### src/rtl/mlp_run_sequencer_if.sv
// Command / mlp_top side bundle for mlp_run_sequencer.
// slave  : the sequencer (consumes commands, drives the mlp_top controls)
// master : the host / environment side
`timescale 1ns/1ps
interface mlp_run_sequencer_if;
  logic        cmd_valid;
  logic        cmd_ready;
  logic [1:0]  cmd_op;
  logic [15:0] cmd_data;
  logic        wf_push_col0;
  logic        wf_push_col1;
  logic [7:0]  wf_data_in;
  logic        wf_reset;
  logic        init_act_valid;
  logic [15:0] init_act_data;
  logic        start_mlp;
  logic        weights_ready;
  logic [3:0]  mlp_state;
  logic        layer_complete;
  logic        busy;
  logic        done;
  logic        err_order;
  logic        err_timeout;
  logic [15:0] run_cycles;

  modport slave (
    input  cmd_valid, cmd_op, cmd_data, mlp_state, layer_complete,
    output cmd_ready, wf_push_col0, wf_push_col1, wf_data_in, wf_reset,
           init_act_valid, init_act_data, start_mlp, weights_ready,
           busy, done, err_order, err_timeout, run_cycles
  );

  modport master (
    output cmd_valid, cmd_op, cmd_data, mlp_state, layer_complete,
    input  cmd_ready, wf_push_col0, wf_push_col1, wf_data_in, wf_reset,
           init_act_valid, init_act_data, start_mlp, weights_ready,
           busy, done, err_order, err_timeout, run_cycles
  );
endinterface

### src/rtl/mlp_run_sequencer.sv
// Host-side command sequencer that loads weights/activations into mlp_top,
// launches one inference and reports done / order errors / timeout.
// Optional feature macro: MLP_SEQ_PERF_CNT_EN (start-to-completion cycle
// counter on run_cycles; when undefined run_cycles is tied to 0).
`timescale 1ns/1ps
module mlp_run_sequencer #(
  parameter int WEIGHTS_PER_COL = 2,
  parameter int MAX_ACT         = 8,
  parameter int TIMEOUT_CYCLES  = 255
) (
  input  logic               clk,
  input  logic               reset_n,
  mlp_run_sequencer_if.slave bus
);
  localparam int WCW = $clog2(WEIGHTS_PER_COL + 1);
  localparam int ACW = $clog2(MAX_ACT + 1);
  localparam int TCW = $clog2(TIMEOUT_CYCLES + 1);
  localparam logic [WCW-1:0] W_FULL  = WCW'(WEIGHTS_PER_COL);
  localparam logic [ACW-1:0] A_FULL  = ACW'(MAX_ACT);
  localparam logic [TCW-1:0] T_LIMIT = TCW'(TIMEOUT_CYCLES);

  localparam logic [1:0] OP_WEIGHT = 2'd0;
  localparam logic [1:0] OP_ACT    = 2'd1;
  localparam logic [1:0] OP_RUN    = 2'd2;
  localparam logic [1:0] OP_FLUSH  = 2'd3;
  localparam logic [3:0] MLP_IDLE  = 4'd0;
  localparam logic [3:0] MLP_LOAD  = 4'd1;

  typedef enum logic [2:0] {
    S_IDLE, S_START, S_WAIT_CPL, S_WAIT_IDLE, S_ERR
  } state_t;

  state_t r_state, w_state_next;

  // registered outputs and bookkeeping
  logic           r_cmd_ready, r_push0, r_push1, r_wf_reset, r_act_valid;
  logic           r_start, r_weights_ready, r_busy, r_done, r_err_order, r_err_timeout;
  logic [7:0]     r_wf_data;
  logic [15:0]    r_act_data;
  logic [WCW-1:0] r_wcnt0, r_wcnt1;
  logic [ACW-1:0] r_act_cnt;
  logic [TCW-1:0] r_wait_cnt;
  logic           r_lc_d;

  // next-cycle values
  logic           w_cmd_ready, w_push0, w_push1, w_wf_reset, w_act_valid;
  logic           w_start, w_weights_ready, w_busy, w_done, w_err_order, w_err_timeout;
  logic [7:0]     w_wf_data;
  logic [15:0]    w_act_data;
  logic [WCW-1:0] w_wcnt0, w_wcnt1;
  logic [ACW-1:0] w_act_cnt;
  logic [TCW-1:0] w_wait_cnt;

  // command decode: an accepted command is legal, a flush, or dropped
  logic w_accept, w_in_idle, w_col, w_col_full, w_weights_full;
  logic w_weight_ok, w_act_ok, w_run_ok, w_flush, w_drop;
  logic w_lc_rise, w_timeout;
  logic [TCW-1:0] w_wait_inc;

  assign w_accept       = bus.cmd_valid & r_cmd_ready;
  assign w_in_idle      = (r_state == S_IDLE);
  assign w_col          = bus.cmd_data[8];
  assign w_col_full     = w_col ? (r_wcnt1 == W_FULL) : (r_wcnt0 == W_FULL);
  assign w_weights_full = (r_wcnt0 == W_FULL) & (r_wcnt1 == W_FULL);
  assign w_weight_ok    = w_accept & w_in_idle & (bus.cmd_op == OP_WEIGHT) & ~w_col_full;
  assign w_act_ok       = w_accept & w_in_idle & (bus.cmd_op == OP_ACT) & (r_act_cnt != A_FULL);
  assign w_run_ok       = w_accept & w_in_idle & (bus.cmd_op == OP_RUN) & w_weights_full
                          & (r_act_cnt != '0);
  // cmd_ready is only high in IDLE and ERR, so any accepted FLUSH is legal
  assign w_flush        = w_accept & (bus.cmd_op == OP_FLUSH);
  assign w_drop         = w_accept & ~(w_weight_ok | w_act_ok | w_run_ok | w_flush);
  assign w_lc_rise      = bus.layer_complete & ~r_lc_d;
  assign w_wait_inc     = r_wait_cnt + TCW'(1);
  // completion on the same cycle as the limit takes priority over timeout
  assign w_timeout      = (r_state == S_WAIT_CPL) & ~w_lc_rise & (w_wait_inc == T_LIMIT);

  // State register
  always_ff @(posedge clk or negedge reset_n) begin
    if (!reset_n) r_state <= S_IDLE;
    else          r_state <= w_state_next;
  end

  // Next-state logic
  always_comb begin
    w_state_next = r_state;
    case (r_state)
      S_IDLE:      if (w_run_ok) w_state_next = S_START;
      S_START:     if (bus.mlp_state == MLP_LOAD) w_state_next = S_WAIT_CPL;
      S_WAIT_CPL:  if (w_lc_rise) w_state_next = S_WAIT_IDLE;
                   else if (w_timeout) w_state_next = S_ERR;
      S_WAIT_IDLE: if (bus.mlp_state == MLP_IDLE) w_state_next = S_IDLE;
      S_ERR:       if (w_flush) w_state_next = S_IDLE;
      default:     w_state_next = S_IDLE;
    endcase
  end

  // Output / counter next values (all registered below)
  always_comb begin
    w_done          = (r_state == S_WAIT_IDLE) & (bus.mlp_state == MLP_IDLE);
    w_push0         = w_weight_ok & ~w_col;
    w_push1         = w_weight_ok & w_col;
    w_wf_data       = w_weight_ok ? bus.cmd_data[7:0] : r_wf_data;
    w_act_valid     = w_act_ok;
    w_act_data      = w_act_ok ? bus.cmd_data : r_act_data;
    w_wf_reset      = w_flush | w_timeout;
    w_err_order     = w_drop;
    w_err_timeout   = w_timeout ? 1'b1 : (w_flush ? 1'b0 : r_err_timeout);
    w_start         = (w_state_next == S_START);
    w_busy          = (w_state_next != S_IDLE);
    w_cmd_ready     = (w_state_next == S_IDLE) | (w_state_next == S_ERR);
    w_wait_cnt      = (r_state == S_WAIT_CPL) ? w_wait_inc : '0;
    w_wcnt0         = r_wcnt0;
    w_wcnt1         = r_wcnt1;
    w_act_cnt       = r_act_cnt;
    if (w_flush | w_done) begin
      w_wcnt0   = '0;
      w_wcnt1   = '0;
      w_act_cnt = '0;
    end else begin
      if (w_push0)   w_wcnt0   = r_wcnt0 + WCW'(1);
      if (w_push1)   w_wcnt1   = r_wcnt1 + WCW'(1);
      if (w_act_ok)  w_act_cnt = r_act_cnt + ACW'(1);
    end
    w_weights_ready = (w_wcnt0 == W_FULL) & (w_wcnt1 == W_FULL);
  end

  // Output and counter registers
  always_ff @(posedge clk or negedge reset_n) begin
    if (!reset_n) begin
      r_cmd_ready <= 1'b0;  r_push0 <= 1'b0;      r_push1 <= 1'b0;
      r_wf_reset  <= 1'b0;  r_act_valid <= 1'b0;  r_start <= 1'b0;
      r_weights_ready <= 1'b0;  r_busy <= 1'b0;   r_done <= 1'b0;
      r_err_order <= 1'b0;  r_err_timeout <= 1'b0;
      r_wf_data   <= '0;    r_act_data <= '0;
      r_wcnt0     <= '0;    r_wcnt1 <= '0;        r_act_cnt <= '0;
      r_wait_cnt  <= '0;    r_lc_d <= 1'b0;
    end else begin
      r_cmd_ready <= w_cmd_ready;  r_push0 <= w_push0;          r_push1 <= w_push1;
      r_wf_reset  <= w_wf_reset;   r_act_valid <= w_act_valid;  r_start <= w_start;
      r_weights_ready <= w_weights_ready;  r_busy <= w_busy;    r_done <= w_done;
      r_err_order <= w_err_order;  r_err_timeout <= w_err_timeout;
      r_wf_data   <= w_wf_data;    r_act_data <= w_act_data;
      r_wcnt0     <= w_wcnt0;      r_wcnt1 <= w_wcnt1;          r_act_cnt <= w_act_cnt;
      r_wait_cnt  <= w_wait_cnt;   r_lc_d <= bus.layer_complete;
    end
  end

`ifdef MLP_SEQ_PERF_CNT_EN
  logic        r_start_d;
  logic [15:0] r_perf_cnt, r_run_cycles;
  // Run timer: loads 1 at the end of the start_mlp rise cycle (so it reads
  // cycles-since-rise), saturates, and is sampled on layer_complete rise.
  always_ff @(posedge clk or negedge reset_n) begin
    if (!reset_n) begin
      r_start_d    <= 1'b0;
      r_perf_cnt   <= '0;
      r_run_cycles <= '0;
    end else begin
      r_start_d <= r_start;
      if (r_start & ~r_start_d)       r_perf_cnt <= 16'd1;
      else if (r_perf_cnt != 16'hFFFF) r_perf_cnt <= r_perf_cnt + 16'd1;
      if (w_lc_rise) r_run_cycles <= r_perf_cnt;
    end
  end
  assign bus.run_cycles = r_run_cycles;
`else
  assign bus.run_cycles = 16'd0;
`endif

  assign bus.cmd_ready      = r_cmd_ready;
  assign bus.wf_push_col0   = r_push0;
  assign bus.wf_push_col1   = r_push1;
  assign bus.wf_data_in     = r_wf_data;
  assign bus.wf_reset       = r_wf_reset;
  assign bus.init_act_valid = r_act_valid;
  assign bus.init_act_data  = r_act_data;
  assign bus.start_mlp      = r_start;
  assign bus.weights_ready  = r_weights_ready;
  assign bus.busy           = r_busy;
  assign bus.done           = r_done;
  assign bus.err_order      = r_err_order;
  assign bus.err_timeout    = r_err_timeout;
endmodule

### src/flat_wrapper.sv
// flat-port wrapper written by rule: the top's interface ports become plain ports
module mlp_run_sequencer_flat 
#(
  parameter int WEIGHTS_PER_COL = 2,
  parameter int MAX_ACT         = 8,
  parameter int TIMEOUT_CYCLES  = 255
)
  (clk, reset_n, bus_cmd_valid, bus_cmd_op, bus_cmd_data, bus_mlp_state, bus_layer_complete, bus_cmd_ready, bus_wf_push_col0, bus_wf_push_col1, bus_wf_data_in, bus_wf_reset, bus_init_act_valid, bus_init_act_data, bus_start_mlp, bus_weights_ready, bus_busy, bus_done, bus_err_order, bus_err_timeout, bus_run_cycles);
  mlp_run_sequencer_if bus_i ();
  input  logic clk;
  input  logic reset_n;
  input wire logic [$bits(bus_i.cmd_valid)-1:0] bus_cmd_valid;
  input wire logic [$bits(bus_i.cmd_op)-1:0] bus_cmd_op;
  input wire logic [$bits(bus_i.cmd_data)-1:0] bus_cmd_data;
  input wire logic [$bits(bus_i.mlp_state)-1:0] bus_mlp_state;
  input wire logic [$bits(bus_i.layer_complete)-1:0] bus_layer_complete;
  output wire logic [$bits(bus_i.cmd_ready)-1:0] bus_cmd_ready;
  output wire logic [$bits(bus_i.wf_push_col0)-1:0] bus_wf_push_col0;
  output wire logic [$bits(bus_i.wf_push_col1)-1:0] bus_wf_push_col1;
  output wire logic [$bits(bus_i.wf_data_in)-1:0] bus_wf_data_in;
  output wire logic [$bits(bus_i.wf_reset)-1:0] bus_wf_reset;
  output wire logic [$bits(bus_i.init_act_valid)-1:0] bus_init_act_valid;
  output wire logic [$bits(bus_i.init_act_data)-1:0] bus_init_act_data;
  output wire logic [$bits(bus_i.start_mlp)-1:0] bus_start_mlp;
  output wire logic [$bits(bus_i.weights_ready)-1:0] bus_weights_ready;
  output wire logic [$bits(bus_i.busy)-1:0] bus_busy;
  output wire logic [$bits(bus_i.done)-1:0] bus_done;
  output wire logic [$bits(bus_i.err_order)-1:0] bus_err_order;
  output wire logic [$bits(bus_i.err_timeout)-1:0] bus_err_timeout;
  output wire logic [$bits(bus_i.run_cycles)-1:0] bus_run_cycles;
  assign bus_i.cmd_valid = bus_cmd_valid;
  assign bus_i.cmd_op = bus_cmd_op;
  assign bus_i.cmd_data = bus_cmd_data;
  assign bus_i.mlp_state = bus_mlp_state;
  assign bus_i.layer_complete = bus_layer_complete;
  assign bus_cmd_ready = bus_i.cmd_ready;
  assign bus_wf_push_col0 = bus_i.wf_push_col0;
  assign bus_wf_push_col1 = bus_i.wf_push_col1;
  assign bus_wf_data_in = bus_i.wf_data_in;
  assign bus_wf_reset = bus_i.wf_reset;
  assign bus_init_act_valid = bus_i.init_act_valid;
  assign bus_init_act_data = bus_i.init_act_data;
  assign bus_start_mlp = bus_i.start_mlp;
  assign bus_weights_ready = bus_i.weights_ready;
  assign bus_busy = bus_i.busy;
  assign bus_done = bus_i.done;
  assign bus_err_order = bus_i.err_order;
  assign bus_err_timeout = bus_i.err_timeout;
  assign bus_run_cycles = bus_i.run_cycles;
  mlp_run_sequencer #(.WEIGHTS_PER_COL(WEIGHTS_PER_COL), .MAX_ACT(MAX_ACT), .TIMEOUT_CYCLES(TIMEOUT_CYCLES)) u_core (.clk(clk), .reset_n(reset_n), .bus(bus_i));
endmodule
### config.mk
export PLATFORM = sky130hd
export DESIGN_NAME = mlp_run_sequencer_flat
export DESIGN_NICKNAME = d
export VERILOG_FILES = /design/src/rtl/mlp_run_sequencer_if.sv /design/src/rtl/mlp_run_sequencer.sv /design/src/flat_wrapper.sv
export SDC_FILE = /design/constraint.sdc
export NUM_CORES = 1
export LEC_CHECK = 0
export CAP_MARGIN = 15
export CORE_MARGIN = 3
export CORE_UTILIZATION = 50
export DETAILED_ROUTE_END_ITERATION = 10
export DONT_BUFFER_PORTS = 1
export GPL_TIMING_DRIVEN = 1
export PLACE_DENSITY = 0.75
export SLEW_MARGIN = 20
export SYNTH_ARGS = -nofsm -noshare
export SYNTH_HDL_FRONTEND = slang
export SYNTH_SLANG_ARGS = --single-unit
### constraint.sdc
create_clock -name clk -period 2.3 [get_ports clk]
set_input_delay 0.69 -clock clk [delete_from_list [all_inputs] [get_ports clk]]
set_output_delay 0.69 -clock clk [all_outputs]
set_load 0.02 [all_outputs]
# --- Word-level counts from Yosys, hierarchy flattened ---
# Cells that the tools add are included.
op_classes:
  n_lt_le_gt_ge: 0
  n_mux: 17
  addsub: 4
  n_reduce_logical: 8
  mul: 0
  shift: 0
  bitwise: 30
  div_mod_pow: 0
  n_eq_ne: 16
ops:
  columns: ["operator", "n"]
  rows:
  - ["$and A1 B1 Y1", 19]
  - ["$mux W3", 6]
  - ["$pmux W3 S5", 1]
  - ["$eq A2 B2 Y1 const B", 6]
  - ["$add A8 B1 Y8 const B", 1]
  - ["$eq A8 B8 Y1 const B", 1]
  - ["$mux W2", 4]
  - ["$mux W4", 2]
  - ["$mux W8", 1]
  - ["$eq A3 B1 Y1 const B", 2]
  - ["$eq A3 B2 Y1 const B", 2]
  - ["$eq A3 B3 Y1 const B", 2]
  - ["$logic_not A3 Y1", 2]
  - ["$or A1 B1 Y1", 6]
  - ["$not A1 Y1", 5]
  - ["$add A2 B1 Y2 const B", 2]
  - ["$add A4 B1 Y4 const B", 1]
  - ["$eq A4 B1 Y1 const B", 1]
  - ["$logic_not A4 Y1", 1]
  - ["$ne A4 B4 Y1 const B", 1]
  - ["$reduce_bool A2 Y1", 2]
  - ["$reduce_bool A4 Y1", 1]
  - ["$mux W1", 3]
  - ["$reduce_bool A3 Y1", 1]
  - ["2 further kinds", 2]
totals:
  elab_cells: 94
  reg_bits: 55
  latch_bits: 0
  memories: 0
  ram_bits: 0
  romBits: 0
  out_inout_bits: 51

# --- Longest topological paths before layout ---
logic_depth:
  word_depth: 10
  mapped_depth: 8
  ltp_nobuf: 6

# --- Worst setup path before layout ---
# No wires, ideal clock.
synth_path:
  path_kind: "input to register"
  from: "input bus_cmd_data[8]"
  to: "register u_core.r_wf_data[0], in the netlist u_core.bus.wf_data_in[0]"
  slack_ps: 79
  n_path_buf: 0
  path_stages: 3
  setup_time_ps: 125
  arrival_time_ps: 2097
  required_ps: 2175
  cell_sequence: "or2_2 -> a2111oi_2 -> mux2_2"
synth_via:
  elab_chain_cells: 3
synth_rtl:
  columns: ["item", "line", "source"]
  rows:
  - ["start, declared", "flat_wrapper.sv:14", "input wire logic [$bits(bus_i.cmd_data)-1:0] bus_cmd_data;"]
  - ["$mux W1", "mlp_run_sequencer.sv:63", "assign w_col_full = w_col ? (r_wcnt1 == W_FULL) : (r_wcnt0 == W_FULL);"]
  - ["$not A1 Y1", "mlp_run_sequencer.sv:65", "assign w_weight_ok = w_accept & w_in_idle & (bus.cmd_op == OP_WEIGHT) & ~w_col_full;"]
  - ["$and A1 B1 Y1", "mlp_run_sequencer.sv:65", null]
  - ["end signal, assigned", "mlp_run_sequencer.sv:142", "r_wf_data <= w_wf_data; r_act_data <= w_act_data;"]
  - ["end, declared", "mlp_run_sequencer.sv:38", "logic [7:0] r_wf_data;"]
# No other way between the ends.
# A chain may end at the register's enable or synchronous reset.

# --- Worst setup path in the final report ---
layout_path:
  from: "register u_core.r_wcnt0[0]"
  to: "register u_core.r_wf_data[7], in the netlist u_core.bus.wf_data_in[7]"
layout_via:
  elab_chain_cells: 4
layout_rtl:
  columns: ["item", "line", "source"]
  rows:
  - ["start, declared", "mlp_run_sequencer.sv:40", "logic [WCW-1:0] r_wcnt0, r_wcnt1;"]
  - ["start signal, assigned", "mlp_run_sequencer.sv:143", "r_wcnt0 <= w_wcnt0; r_wcnt1 <= w_wcnt1; r_act_cnt <= w_act_cnt;"]
  - ["$eq A2 B2 Y1", "mlp_run_sequencer.sv:63", null]
  - ["$mux W1", "mlp_run_sequencer.sv:63", null]
  - ["$not A1 Y1", "mlp_run_sequencer.sv:65", null]
  - ["$and A1 B1 Y1", "mlp_run_sequencer.sv:65", null]
# No other way between the ends.

==> run metrics <==
critical path peak fanout 8; Syn Inst Count 228; Initial Utilization 53.5%; Die Wd 78.3 um; Post-CTS Setup Inserts 0; grt met2 use 25.5%; R2R cell count 6; Vias per Instance 5.37; Synth Register Bits 55; Yosys top cell by area dfrtp_1; Die Span Y 78.3 um; routed vias 1639; clock sink count 55; post-route minimum period 2.10 ns; crit path buf inv count 2; unrepaired setup endpoints after global routing false; final number of max-transition violations 0; slowest cell on the critical path dfrtp_1; GPL Wtd Cong 0.797; Worst VDD drop 0.000594 V; commonest non-fill, non-tap cells in the layout dfrtp_1, mux2_2, conb_1, nor2_1; share of cells above drive strength 1 20.6%; crit path DAT 2.30 ns; Hold Fails Final Rpt 0; CP max stage delay 0.42 ns; Final period util 91.2%; synth top area cells dfrtp_1, mux2_2, buf_4; setup TNS 0 ns; met1 usage 20.5%; Final setup viols 0; sequential area share after synthesis 52.7%; 1st-pass router iterations 4; number of H-tree levels 2; power per standard cell area 1110 nW/um2; Yosys warnings 0; crit-path leading delay family flip-flops; met3 usage 6.08%; fillers 409; average wire per standard cell 15.3 um; # IOs 77; Yosys top cell area share 52.7%; residual DRC count 0; Tightest Pin Transition 0.556 ns; first-pass GRT wire length 7.85 mm; commonest non-fill, non-tap cell in the layout dfrtp_1; number of distinct library cells after synthesis 50; final WL 4.66 mm; async set or reset register ratio after synthesis 100%; Reg-to-Reg End u_core.bus.wf_data_in[7]; Detail Placement HPWL 3.35 mm; reg2reg start u_core.r_wcnt0[0]; final net count 269; CTS root buf clkbuf_8; Longest Clk Path Bufs 2; Clk pin slew, worst setup/hold paths 0.10 ns; critical-path cell list inv_1 -> ha_1 -> or2_2 -> a2111oi_2 -> buf_4 -> mux2_2; R2R setup slack 0.20 ns; pin count of the biggest net entering global routing 56; antenna-violating nets left 0; Area Overhead vs Synth 7.14%; CP Class register to register; PostCTS Resize Cnt 0; Worst setup SP type register; Worst Clk Skew 0.0100 ns; syn_area_per_cell 11.5 um2; vias in the first global route 1618; Worst Hold Class input port to asynchronous set/reset pin; IO buf count 0; Ant. Diodes 0; GRT overflow 0; Post-CTS Hold Fix Bufs 0; f_max 0.477 GHz; Slew headroom 62.4%; Iteration-0 DRC Markers 138; CTS Buf Count 5; EDFF count, synth 0; Post-Syn Area 2610 um2; Req. time, crit path 2.50 ns; status finished clean; die area 6130 um2; GRT busiest layer met2; post-layout util 57.4%; GR Util All Layers 16.1%; max-cap violations 0; CP Capture Type register; cell row count 25; Core Region 4880 um2; Pleak 1.27 nW; prevailing post-synth register cell dfrtp_1; CTS tree yes; initial antenna violation count 0; Worst-Skew Late Latency 0.31 ns
==> area by class of cell <==
class | count | area (um2) | area share (%)
sequential | 55 | 1380 | 49.2
clock inverter | 2 | 38.8 | 1.39
clock buffer | 6 | 82.6 | 2.95
inverter | 12 | 45.0 | 1.61
multi-input combinational | 153 | 1100 | 39.2
timing repair buffer | 10 | 75.1 | 2.68
tap | 67 | 83.8 | 3.00
==> power breakdown <==
part           internal, W  leakage, nW  switching [W]
Combinational     0.000345        0.492       0.000294
Clock             0.000358       0.0618       0.000314
Sequential         0.00127        0.717       0.000531
Total              0.00197         1.27        0.00114
==> cells by family (layout without fill, tap and decap cells) <==
logic type	after synthesis	count (layout)	share of synthesized area, %
and+or+nand+nor	69	69	14.9
xor gates and xnor gates	8	8	2.68
AOI/OAI and AO/OA	27	27	7.76
other	1	16	0.144
buffers and inverters	35	30	7.47
muxes	27	27	11.5
DFF	55	55	52.7
adders and majority gates	6	6	2.87
==> stage by stage <==
stage / hold slack [ns] / power (W) / worst slack, ns / std cells / cell area [um2]
final: 0.0619 / 0.00311 / 0.202 / 305 / 2800
after CTS: 0.0505 / 0.00315 / 0.170 / 305 / 2800
after detailed placement: 0.396 / 0.00247 / 0.193 / 297 / 2680
after floorplan: 0.394 / 0.00228 / 0.0786 / 243 / 2670
after global placement: 0.396 / 0.00244 / 0.199 / 297 / 2680
after global routing: 0.0328 / 0.00330 / 0.0680 / 305 / 2800
==> cell usage after synthesis, drive strengths merged (2+ instances only) <==
| library cell | count |
|---|---|
| buf | 19 |
| clkbuf | 4 |
| nand2b | 3 |
| ha | 6 |
| mux2 | 24 |
| mux2i | 3 |
| inv | 12 |
| nand4b | 2 |
| or3b | 3 |
| or3 | 4 |
| xnor2 | 4 |
| dfrtp | 55 |
| nor4b | 2 |
| a2111oi | 2 |
| xor2 | 4 |
| a21oi | 2 |
| nor2b | 2 |
| nand2 | 12 |
| o2111ai | 3 |
| nand4 | 4 |
| nand3 | 7 |
| nor2 | 15 |
| o32ai | 2 |
| o21ai | 8 |
| nor4 | 3 |
| and2 | 3 |
==> routing by layer <==
layer / share of wire (%) / vias up
li1: - / 789
met1: 42 / 782
met2: 48 / 63
met3: 9.0 / 5
met4: 1.1 / 0
met5: 0 / -
==> worst max path at each step <==
stage / startpoint / endpoint / slack (ns) / cells after the start
after CTS: u_core.r_wcnt0[0] / u_core.bus.wf_data_in[7] / 0.17 / 6
final: u_core.r_wcnt0[0] / u_core.bus.wf_data_in[7] / 0.20 / 6
after detailed placement: bus_cmd_op[1] / u_core.bus.init_act_data[11] / 0.19 / 4
after global placement: bus_cmd_data[8] / u_core.bus.wf_data_in[1] / 0.20 / 4
after floorplan: bus_cmd_data[8] / u_core.bus.wf_data_in[0] / 0.08 / 3
after global routing: u_core.r_state[0] / u_core.bus.cmd_ready / 0.07 / 5
==> flip-flops by register name (all words and copies together), names as in the netlist, 2 cells and up <==
name,count
u_core.bus.init_act_data,16
u_core.bus.wf_data_in,8
u_core.r_wait_cnt,8
u_core.r_act_cnt,4
u_core.r_state,3
u_core.r_wcnt0,2
u_core.r_wcnt1,2
Power figures use the tool's default switching activity.
